### config.mk
export PLATFORM = sky130hd
export DESIGN_NAME = fp_add_normalize
export DESIGN_NICKNAME = d
export VERILOG_FILES = /design/src/rtl/fp_add_normalize.sv
export SDC_FILE = /design/constraint.sdc
export NUM_CORES = 1
export LEC_CHECK = 0
export BUFFER_PORTS_ARGS = -buffer_cell sky130_fd_sc_hd__buf_2
export CAP_MARGIN = 20
export CORE_MARGIN = 10
export CORE_UTILIZATION = 62
export CTS_BUF_LIST = sky130_fd_sc_hd__clkbuf_4 sky130_fd_sc_hd__clkbuf_8 sky130_fd_sc_hd__clkbuf_16
export CTS_CLUSTER_SIZE = 28
export DETAILED_ROUTE_END_ITERATION = 10
export GPL_TIMING_DRIVEN = 0
export PLACE_DENSITY = 0.86
export SKIP_LAST_GASP = 1
export SLEW_MARGIN = 40
export SYNTH_ARGS = -nofsm -noshare
export SYNTH_HDL_FRONTEND = slang
export SYNTH_SLANG_ARGS = --single-unit
export TNS_END_PERCENT = 50
### constraint.sdc
create_clock -name clk -period 12.5 [get_ports clk]
set_input_delay 1.25 -clock clk [delete_from_list [all_inputs] [get_ports clk]]
set_output_delay 1.25 -clock clk [all_outputs]
set_load 0.05 [all_outputs]
### src/rtl/fp_add_normalize.sv
// Single-precision adder back end: mantissa add/subtract, iterative normalization,
// round-to-nearest-even and binary32 packing, with valid/ready on both sides.
module fp_add_normalize #(
    parameter int unsigned NORM_STEP = 1
) (
    input  logic        clk,
    input  logic        rst,
    input  logic        in_valid,
    output logic        in_ready,
    input  logic        sign,
    input  logic [7:0]  exp,
    input  logic [27:0] mantis_great,
    input  logic [27:0] mantis_small,
    input  logic        eff_sub,
    input  logic [31:0] special_result,
    input  logic        special_case,
    output logic        out_valid,
    input  logic        out_ready,
    output logic [31:0] result,
    output logic        overflow
);

    typedef enum logic [2:0] {StIdle, StAdd, StNorm, StRound, StDone} state_e;

    state_e      state_q, state_d;
    logic [27:0] sum_q, sum_d;
    logic [27:0] small_q, small_d;
    logic [7:0]  exp_q, exp_d;
    logic        sign_q, sign_d;
    logic        sub_q, sub_d;
    logic [31:0] result_q, result_d;
    logic        overflow_q, overflow_d;

    logic [27:0] add_raw;
    logic [2:0]  lz;
    logic        lz_stop;
    logic [7:0]  exp_m1;
    logic [7:0]  shamt;
    logic [27:0] norm_sum;
    logic [7:0]  norm_exp;
    logic        rnd_inc;
    logic [24:0] mant_rnd;

    assign add_raw = sub_q ? (sum_q - small_q) : (sum_q + small_q);

    // Leading zeros at and below the hidden-bit position, capped at NORM_STEP per cycle,
    // then capped again so the exponent never drops below 1.
    always_comb begin
        lz      = 3'd0;
        lz_stop = 1'b0;
        for (int i = 0; i < int'(NORM_STEP); i++) begin
            if (!lz_stop && !sum_q[26-i]) begin
                lz = lz + 3'd1;
            end else begin
                lz_stop = 1'b1;
            end
        end
        exp_m1   = exp_q - 8'd1;
        shamt    = ({5'd0, lz} > exp_m1) ? exp_m1 : {5'd0, lz};
        norm_sum = sum_q << shamt;
        norm_exp = exp_q - shamt;
    end

    assign rnd_inc  = sum_q[2] & (sum_q[1] | sum_q[0] | sum_q[3]);
    assign mant_rnd = {1'b0, sum_q[26:3]} + {24'd0, rnd_inc};

    always_comb begin
        state_d    = state_q;
        sum_d      = sum_q;
        small_d    = small_q;
        exp_d      = exp_q;
        sign_d     = sign_q;
        sub_d      = sub_q;
        result_d   = result_q;
        overflow_d = overflow_q;

        unique case (state_q)
            StIdle: begin
                if (in_valid) begin
                    sum_d      = mantis_great;
                    small_d    = mantis_small;
                    exp_d      = exp;
                    sign_d     = sign;
                    sub_d      = eff_sub;
                    overflow_d = 1'b0;
                    if (special_case) begin
                        result_d = special_result;
                        state_d  = StDone;
                    end else begin
                        state_d  = StAdd;
                    end
                end
            end
            StAdd: begin
                if (add_raw == 28'd0) begin
                    result_d = 32'd0;
                    state_d  = StDone;
                end else if (add_raw[27]) begin
                    // Carry out: shift right once, keeping the dropped bit as sticky.
                    sum_d = {1'b0, add_raw[27:2], add_raw[1] | add_raw[0]};
                    exp_d = exp_q + 8'd1;
                    if (exp_q == 8'd254) begin
                        result_d   = {sign_q, 8'hFF, 23'd0};
                        overflow_d = 1'b1;
                        state_d    = StDone;
                    end else begin
                        state_d    = StRound;
                    end
                end else begin
                    sum_d   = add_raw;
                    state_d = (!add_raw[26] && exp_q > 8'd1) ? StNorm : StRound;
                end
            end
            StNorm: begin
                sum_d = norm_sum;
                exp_d = norm_exp;
                if (norm_sum[26] || norm_exp == 8'd1) begin
                    state_d = StRound;
                end
            end
            StRound: begin
                if (mant_rnd[24]) begin
                    if (exp_q == 8'd254) begin
                        result_d   = {sign_q, 8'hFF, 23'd0};
                        overflow_d = 1'b1;
                    end else begin
                        result_d = {sign_q, exp_q + 8'd1, mant_rnd[23:1]};
                    end
                end else begin
                    // Exponent 1 without a hidden bit packs as a subnormal.
                    result_d = {sign_q, (exp_q == 8'd1 && !mant_rnd[23]) ? 8'd0 : exp_q,
                                mant_rnd[22:0]};
                end
                state_d = StDone;
            end
            StDone: begin
                if (out_ready) begin
                    state_d = StIdle;
                end
            end
            default: state_d = StIdle;
        endcase
    end

    always_ff @(posedge clk) begin
        if (rst) begin
            state_q    <= StIdle;
            sum_q      <= 28'd0;
            small_q    <= 28'd0;
            exp_q      <= 8'd0;
            sign_q     <= 1'b0;
            sub_q      <= 1'b0;
            result_q   <= 32'd0;
            overflow_q <= 1'b0;
        end else begin
            state_q    <= state_d;
            sum_q      <= sum_d;
            small_q    <= small_d;
            exp_q      <= exp_d;
            sign_q     <= sign_d;
            sub_q      <= sub_d;
            result_q   <= result_d;
            overflow_q <= overflow_d;
        end
    end

    assign in_ready  = (state_q == StIdle);
    assign out_valid = (state_q == StDone);
    assign result    = result_q;
    assign overflow  = overflow_q;

endmodule

==> results of run 1 <==
-- cells by family (layout without fill, tap and decap cells) --
| family | Yosys count | count (layout) | synth area share, % |
|---|---|---|---|
| AND/OR/NAND/NOR | 469 | 469 | 25.1 |
| multiplexers | 29 | 29 | 3.29 |
| XOR/XNOR | 69 | 69 | 6.94 |
| buffers and inverters | 137 | 290 | 6.23 |
| adder cells (fa/ha/maj) | 37 | 37 | 5.33 |
| AO/OA/AOI/OAI | 393 | 393 | 30.0 |
| flip-flops | 102 | 102 | 23.2 |
-- per-stage QoR --
step                      utilization [%]  power [W]
final                                72.1    0.00317
after floorplan                         -    0.00222
after detailed placement             69.9    0.00278
after CTS                            72.1    0.00309
after global routing                 72.1    0.00338
after global placement               69.8    0.00274
-- Yosys cell counts (25+ instances only) --
library cell  instances
a22oi_1              27
xnor2_1              50
nand3_1              30
clkbuf_1             79
o21ai_0              60
ha_1                 36
nand2_1             160
mux2i_1              29
nand4_1              25
nor2_1              128
a21oi_1             117
nor3_1               30
inv_1                44
dfxtp_1             102
-- registers in the layout, indices dropped and copies added, names as in the netlist --
signal and cells:
sum_q 28, sign_q 1, small_q 28, result 32, overflow 1, state_q 3
exp_q 8, sub_q 1
-- path summary, 6_finish.rpt --
kind | to | depth (start not counted) | start
hold reg to reg | result[26] | 2 | result[26]
setup reg to reg | result[12] | 18 | small_q[10]
setup / recovery | result[12] | 18 | small_q[10]
hold / removal | result[26] | 2 | result[26]
-- critical path, stage by stage (launching register included) --
cell and delay, ps:
dfxtp_1 370, or4_1 580, nor3_1 450, and3_1 310, and2_1 240, nor2_1 80, xnor2_1 160, ha_1 270
clkbuf_1 290, nand2_1 230, or3_4 400, a2111oi_4 470, nor3b_1 130, xor2_1 350, o21ai_0 240, nor4_4 530
nand3_1 470, a211oi_4 630, a221oi_1 160
-- power breakdown --
group,total (W),internal [W],switching (W)
Combinational,0.00231,0.000777,0.00153
Sequential,0.000546,0.000430,0.000116
Clock,0.000313,0.000161,0.000153
-- layout make-up --
cell class | count | area share [%]
tap | 180 | 2.24
buffer | 93 | 3.82
sequential | 102 | 20.3
inverter | 44 | 1.64
clock buffer | 9 | 2.24
clock inverter | 7 | 0.859
multi-input combinational | 997 | 62.1
timing repair buffer | 137 | 6.82
-- layer usage --
metal,wire (um),vias up
met5,0,-
met4,1820,0
met3,3150,120
met2,14000,619
met1,12400,4531
li1,-,4820
==> insert_results.sql, run 1 <==
INSERT INTO impl_metrics (metric_group, metric, value, unit) VALUES
('outcome', 'run_status', 'finished clean', ''),
('cts', 'clk_pin_slew_worst_paths', '80', 'ps'),
('setup_path', 'data_arrival_at_the_endpoint_of_the_critical_path', '6730', 'ps'),
('pwr', 'cellLeakagePower', '4.05', 'nW'),
('final_layout', 'insertedDiodeCount', '0', ''),
('final_layout', 'seqCellArea', '2040', 'um^2'),
('final_layout', 'flow.area_growth_from_synthesis', '14.0', '%'),
('synthesis', 'synth_cells', '1236', ''),
('sta', 'tightest_slew', '887', 'ps'),
('synthesis', 'synth-edff-count', '0', ''),
('sta', 'final_setup_slack_of_the_worst_path', '5990', 'ps'),
('setup_path', 'crit_required', '12720', 'ps'),
('cts', 'cts.sinks', '102', ''),
('grt', 'grt_start_max_net_pins', '20', ''),
('floorplan', 'chipWidth', '139', 'um'),
('setup_path', 'criticalPathCategory', 'reg -> reg', ''),
('setup_path', 'slack_of_the_worst_reg_to_reg_path', '5990', 'ps'),
('cts', 'cts-hold-fix-buffers', '0', ''),
('cts', 'cts.htree.levels', '3', ''),
('routing', 'routed_wire_length_per_instance', '20.0', 'um'),
('synthesis', 'proportion_of_register_bits_with_asynchronous_set_or_reset_after_synthesis', '0', '%'),
('placed_design', 'placed_cell_area', '9740', 'um^2'),
('routing', 'first_pass_iters', '9', ''),
('final_layout', 'fin_cells', '1569', ''),
('grt', 'met1_usage', '37.2', '%'),
('final_layout', 'multi_input_comb_area', '6240', 'um^2'),
('cts', 'cts_tree', 'done', ''),
('sta', 'timing_max_transition_violations_final', '0', ''),
('cts', 'number_of_buffers_added_by_the_clock_tree_synthesis_step', '9', ''),
('cts', 'postCtsSetupBuffers', '0', ''),
('final_layout', 'final_layout_size_suffix_gt1_share', '13.7', '%'),
('sta', 'setup_tns', '0', 'ps'),
('placed_design', 'detailedPlace.worstSlack', '6260', 'ps'),
('sta', 'worst_max_slew_margin_expressed_relative_to_the_limit', '40.4', '%'),
('pwr', 'irDropWorstVdd', '0.000147', 'V'),
('sta', 'grt_setup_unrepaired', 'no', ''),
('placed_design', 'dp_cells', '1553', ''),
('floorplan', 'die-height', '139', 'um'),
('routing', 'first_drt_iteration_drcs', '1180', ''),
('placed_design', 'placement.io_buffers', '137', ''),
('grt', 'global_route.overflow_total', '0', ''),
('synthesis', 'synthTopCellsByArea', 'dfxtp_1, nand2_1, a21oi_1', ''),
('grt', 'grt_antenna_before_repair', '0', ''),
('synthesis', 'ys_ff_latch', '102', ''),
('hold_path', 'holdCritPathClass', 'reg -> reg', ''),
('grt', 'globalRoute.busiestLayer', 'met2', ''),
('grt', 'grt_pass1_wl', '49000', 'um'),
('synthesis', 'synth_largest_type_area_fraction', '23.2', '%'),
('setup_path', 'worst_setup_ep_type', 'register', ''),
('sta', 'setup_violations', '0', ''),
('final_layout', 'num-fill-cells', '1204', ''),
('floorplan', 'top_level_ports', '138', ''),
('synthesis', 'syn-num-nets', '1376', ''),
('floorplan', 'rows', '43', ''),
('sta', 'finalHoldViolations', '0', ''),
('cts', 'cts-resized-gates', '0', ''),
('final_layout', 'layout.cells.most_common_list', 'nand2_1, buf_2, nor2_1, a21oi_1, dfxtp_1', ''),
('final_layout', 'final_area', '10000', 'um^2'),
('pwr', 'powerDensity', '315', 'nW/um^2'),
('routing', 'finalWirelength', '31400', 'um'),
('sta', 'worst_hold_check_slack', '452', 'ps'),
('routing', 'via_per_inst', '6.43', ''),
('sta', 'worst_clock_skew', '9.87', 'ps'),
('grt', 'vias_in_the_first_global_route', '9401', ''),
('synthesis', 'yosysUniqueCellTypes', '79', ''),
('cts', 'cts.root.buffer_cell', 'clkbuf_16', ''),
('cts', 'clk_latency', '370', 'ps'),
('routing', 'final_antenna_net_count', '0', ''),
('setup_path', 'cp_max_fo', '10', ''),
('synthesis', 'post-synth-top-area-cell', 'dfxtp_1', ''),
('job', 'cap_violations', '0', '');
(Power assumes the default switching activity.)
==> run 2: changes to the inputs <==
--- a/config.mk
+++ b/config.mk
@@ -8,12 +8,12 @@
 export BUFFER_PORTS_ARGS = -buffer_cell sky130_fd_sc_hd__buf_2
 export CAP_MARGIN = 20
 export CORE_MARGIN = 10
-export CORE_UTILIZATION = 62
+export CORE_UTILIZATION = 53
 export CTS_BUF_LIST = sky130_fd_sc_hd__clkbuf_4 sky130_fd_sc_hd__clkbuf_8 sky130_fd_sc_hd__clkbuf_16
 export CTS_CLUSTER_SIZE = 28
 export DETAILED_ROUTE_END_ITERATION = 10
 export GPL_TIMING_DRIVEN = 0
-export PLACE_DENSITY = 0.86
+export PLACE_DENSITY = 0.78
 export SKIP_LAST_GASP = 1
 export SLEW_MARGIN = 40
 export SYNTH_ARGS = -nofsm -noshare
==> constraint.sdc (replaced) <==
create_clock -name clk -period 5.75 [get_ports clk]
set_input_delay 0.575 -clock clk [delete_from_list [all_inputs] [get_ports clk]]
set_output_delay 0.575 -clock clk [all_outputs]
set_load 0.05 [all_outputs]
==> run 2 against run 1 <==
Global-route usage fell by 3.9 points. Sequential power rose by 120%. Die area is 14% higher. Final area rose by 1.3%. Critical path depth is 2 lower. Largest cell class unchanged. Sequential cell count is the same. Wire length decreased by 0.57%. Combinational power is 120% higher.
==> insert_results.sql, run 2 (synthesis gave the netlist of run 1 again) <==
INSERT INTO impl_metrics (metric_group, metric, value, unit) VALUES
('floorplan', 'start_util', '53.6', '%'),
('final_layout', 'num-fill-cells', '1561', ''),
('placed_design', 'dp.final_hpwl', '24600', 'um'),
('final_layout', 'final_layout_size_suffix_gt1_share', '14.5', '%'),
('setup_path', 'critical_path.slowest_cell', 'xnor2_2', ''),
('cts', 'clk_latency', '370', 'ps'),
('final_layout', 'final_nets', '1524', ''),
('final_layout', 'final_area', '10200', 'um^2'),
('cts', 'clk_pin_slew_worst_paths', '80', 'ps'),
('routing', 'via_per_inst', '6.22', ''),
('placed_design', 'placed_cell_area', '9790', 'um^2'),
('floorplan', 'rows', '47', ''),
('setup_path', 'beginning_of_the_critical_path', 'sub_q', ''),
('floorplan', 'chipWidth', '149', 'um'),
('setup_path', 'cp_max_fo', '10', ''),
('cts', 'cts.root.buffer_cell', 'clkbuf_16', ''),
('routing', 'final_antenna_net_count', '0', ''),
('setup_path', 'crit_top_cell', 'o2111ai_1', ''),
('grt', 'global_route.overflow_total', '0', ''),
('setup_path', 'r2r_start', 'sub_q', ''),
('setup_path', 'criticalPathCategory', 'reg -> reg', ''),
('setup_path', 'slack_of_the_worst_reg_to_reg_path', '300', 'ps'),
('final_layout', 'layout.cells.most_common_list', 'nand2_1, buf_2, nor2_1, a21oi_1, dfxtp_1', ''),
('routing', 'via_count', '10000', ''),
('cts', 'cts_tree', 'done', ''),
('pwr', 'irDropWorstVdd', '0.000286', 'V'),
('sta', 'final_min_period_over_clock_period', '94.8', '%'),
('final_layout', 'flow.area_growth_from_synthesis', '15.4', '%'),
('routing', 'first_drt_iteration_drcs', '1190', ''),
('sta', 'worst_clock_skew', '15.9', 'ps'),
('floorplan', 'design.die.area', '22200', 'um^2'),
('routing', 'first_pass_iters', '9', ''),
('pwr', 'cellLeakagePower', '4.08', 'nW'),
('floorplan', 'design.core.area', '16500', 'um^2'),
('setup_path', 'worstPathCellList', 'clkbuf_1 -> buf_1 -> mux2i_1 -> ha_1 -> nor2b_1 -> o2111ai_1 -> a21oi_1 -> o2111ai_1 -> o211ai_1 -> xnor2_2 -> nor2_1 -> and3_1 -> buf_4 -> o21ai_2 -> buf_2 -> o31ai_1', ''),
('setup_path', 'data_arrival_at_the_endpoint_of_the_critical_path', '5680', 'ps'),
('grt', 'grt_antenna_before_repair', '0', ''),
('hold_path', 'min_from', 'mantis_small[18]', ''),
('grt', 'grt_pass1_wl', '47800', 'um'),
('floorplan', 'die-height', '149', 'um'),
('sta', 'setup_violations', '0', ''),
('job', 'cap_violations', '0', ''),
('sta', 'finalHoldViolations', '0', ''),
('routing', 'finalWirelength', '31200', 'um'),
('pwr', 'total_power_consumption', '0.00687', 'W'),
('routing', 'remaining_drc_errors', '0', ''),
('cts', 'cts.htree.levels', '3', ''),
('sta', 'tightest_slew', '827', 'ps'),
('placed_design', 'gp_congestion', '0.990', ''),
('final_layout', 'multi_input_comb_area', '6300', 'um^2'),
('hold_path', 'holdCritPathClass', 'in -> reg', ''),
('sta', 'timing_max_transition_violations_final', '0', ''),
('pwr', 'powerDensity', '675', 'nW/um^2'),
('sta', 'setup_tns', '0', 'ps'),
('grt', 'gr-usage-all-layers', '26.5', '%'),
('setup_path', 'r2r.worst_path.cells', '16', ''),
('final_layout', 'insertedDiodeCount', '0', ''),
('setup_path', 'worst_setup_ep_type', 'register', ''),
('setup_path', 'cp_slowest_stage_delay', '630', 'ps'),
('cts', 'cts-hold-fix-buffers', '0', ''),
('sta', 'grt_setup_unrepaired', 'no', ''),
('setup_path', 'worstSetupStartpointType', 'register', ''),
('setup_path', 'crit_required', '5980', 'ps'),
('floorplan', 'top_level_ports', '138', ''),
('outcome', 'run_status', 'finished clean', ''),
('cts', 'number_of_buffers_added_by_the_clock_tree_synthesis_step', '9', ''),
('final_layout', 'mostFrequentLayoutCell', 'nand2_1', ''),
('final_layout', 'largest_reg_flops', '32', ''),
('setup_path', 'r2r-end', 'result[17]', ''),
('placed_design', 'placement.io_buffers', '137', ''),
('final_layout', 'seqCellArea', '2040', 'um^2'),
('setup_path', 'setup.worst_path.end', 'result[17]', ''),
('cts', 'cts.sinks', '102', ''),
('sta', 'finalCriticalPeriod', '5450', 'ps'),
('routing', 'routed_wire_length_per_instance', '19.4', 'um'),
('grt', 'grt_start_max_net_pins', '19', ''),
('grt', 'vias_in_the_first_global_route', '9052', ''),
('sta', 'achievable-frequency', '0.183', 'GHz'),
('cts', 'clock_tree.buffer_depth', '2', ''),
('sta', 'worst_max_slew_margin_expressed_relative_to_the_limit', '44.9', '%');
[run 2: area by class of cell]
| cell class | instances | share of cell area (%) |
|---|---|---|
| multi-input combinational | 997 | 61.8 |
| sequential | 102 | 20.1 |
| timing repair buffer | 140 | 7.20 |
| inverter | 44 | 1.62 |
| clock buffer | 10 | 2.35 |
| tap | 220 | 2.70 |
| buffer | 90 | 3.69 |
| clock inverter | 6 | 0.529 |
[run 2: routing by layer]
metal  routed length [um]  GRT usage, %  up-vias
li1                     -             -     4832
met3                 3120          4.34       87
met2                13900          43.0      560
met1                12900          33.8     4526
met5                    0             0        -
met4                 1290          12.2        0
[run 2: worst min-delay path by stage]
stage | cells past startpoint | slack (ps) | endpoint
5_1_grt | 3 | 450 | small_q[25]
3_3_place_gp | 2 | 440 | result[26]
6_report | 3 | 440 | small_q[18]
3_5_place_dp | 2 | 430 | result[26]
4_1_cts | 3 | 430 | small_q[25]
2_1_floorplan | 2 | 440 | sign_q
[run 2: what timing repair did]
action                                  in CTS  in global routing
endpoints found under the setup margin      41                 68
pin swaps                                    2                  2
resized for setup                            3                 10
buffers inserted                             3                  0
[run 2: power breakdown]
group          internal, W  total (W)  switching, W
registers         0.000934    0.00119      0.000260
logic              0.00173    0.00504       0.00332
clock network     0.000315   0.000640      0.000326
[run 2: per-stage QoR]
stage	hold WS, ps	std cells	utilization, %	setup WS (ps)
finish	440	1609	61.8	298
global route	448	1609	61.8	10.1
CTS	433	1612	61.6	-151
detailed placement	435	1593	59.4	-316
global placement	436	1593	59.4	-246
floorplan	436	1236	-	802
[run 2: worst max-delay path, delay by kind of cell, from the launching register on]
| family | cells | cell delay, ps |
|---|---|---|
| XOR/XNOR | 1 | 630 |
| adder cells (fa/ha/maj) | 1 | 310 |
| flip-flops | 1 | 310 |
| buffers and inverters | 4 | 1220 |
| AND/OR/NAND/NOR | 3 | 580 |
| AO/OA/AOI/OAI | 6 | 1850 |
| multiplexers | 1 | 380 |
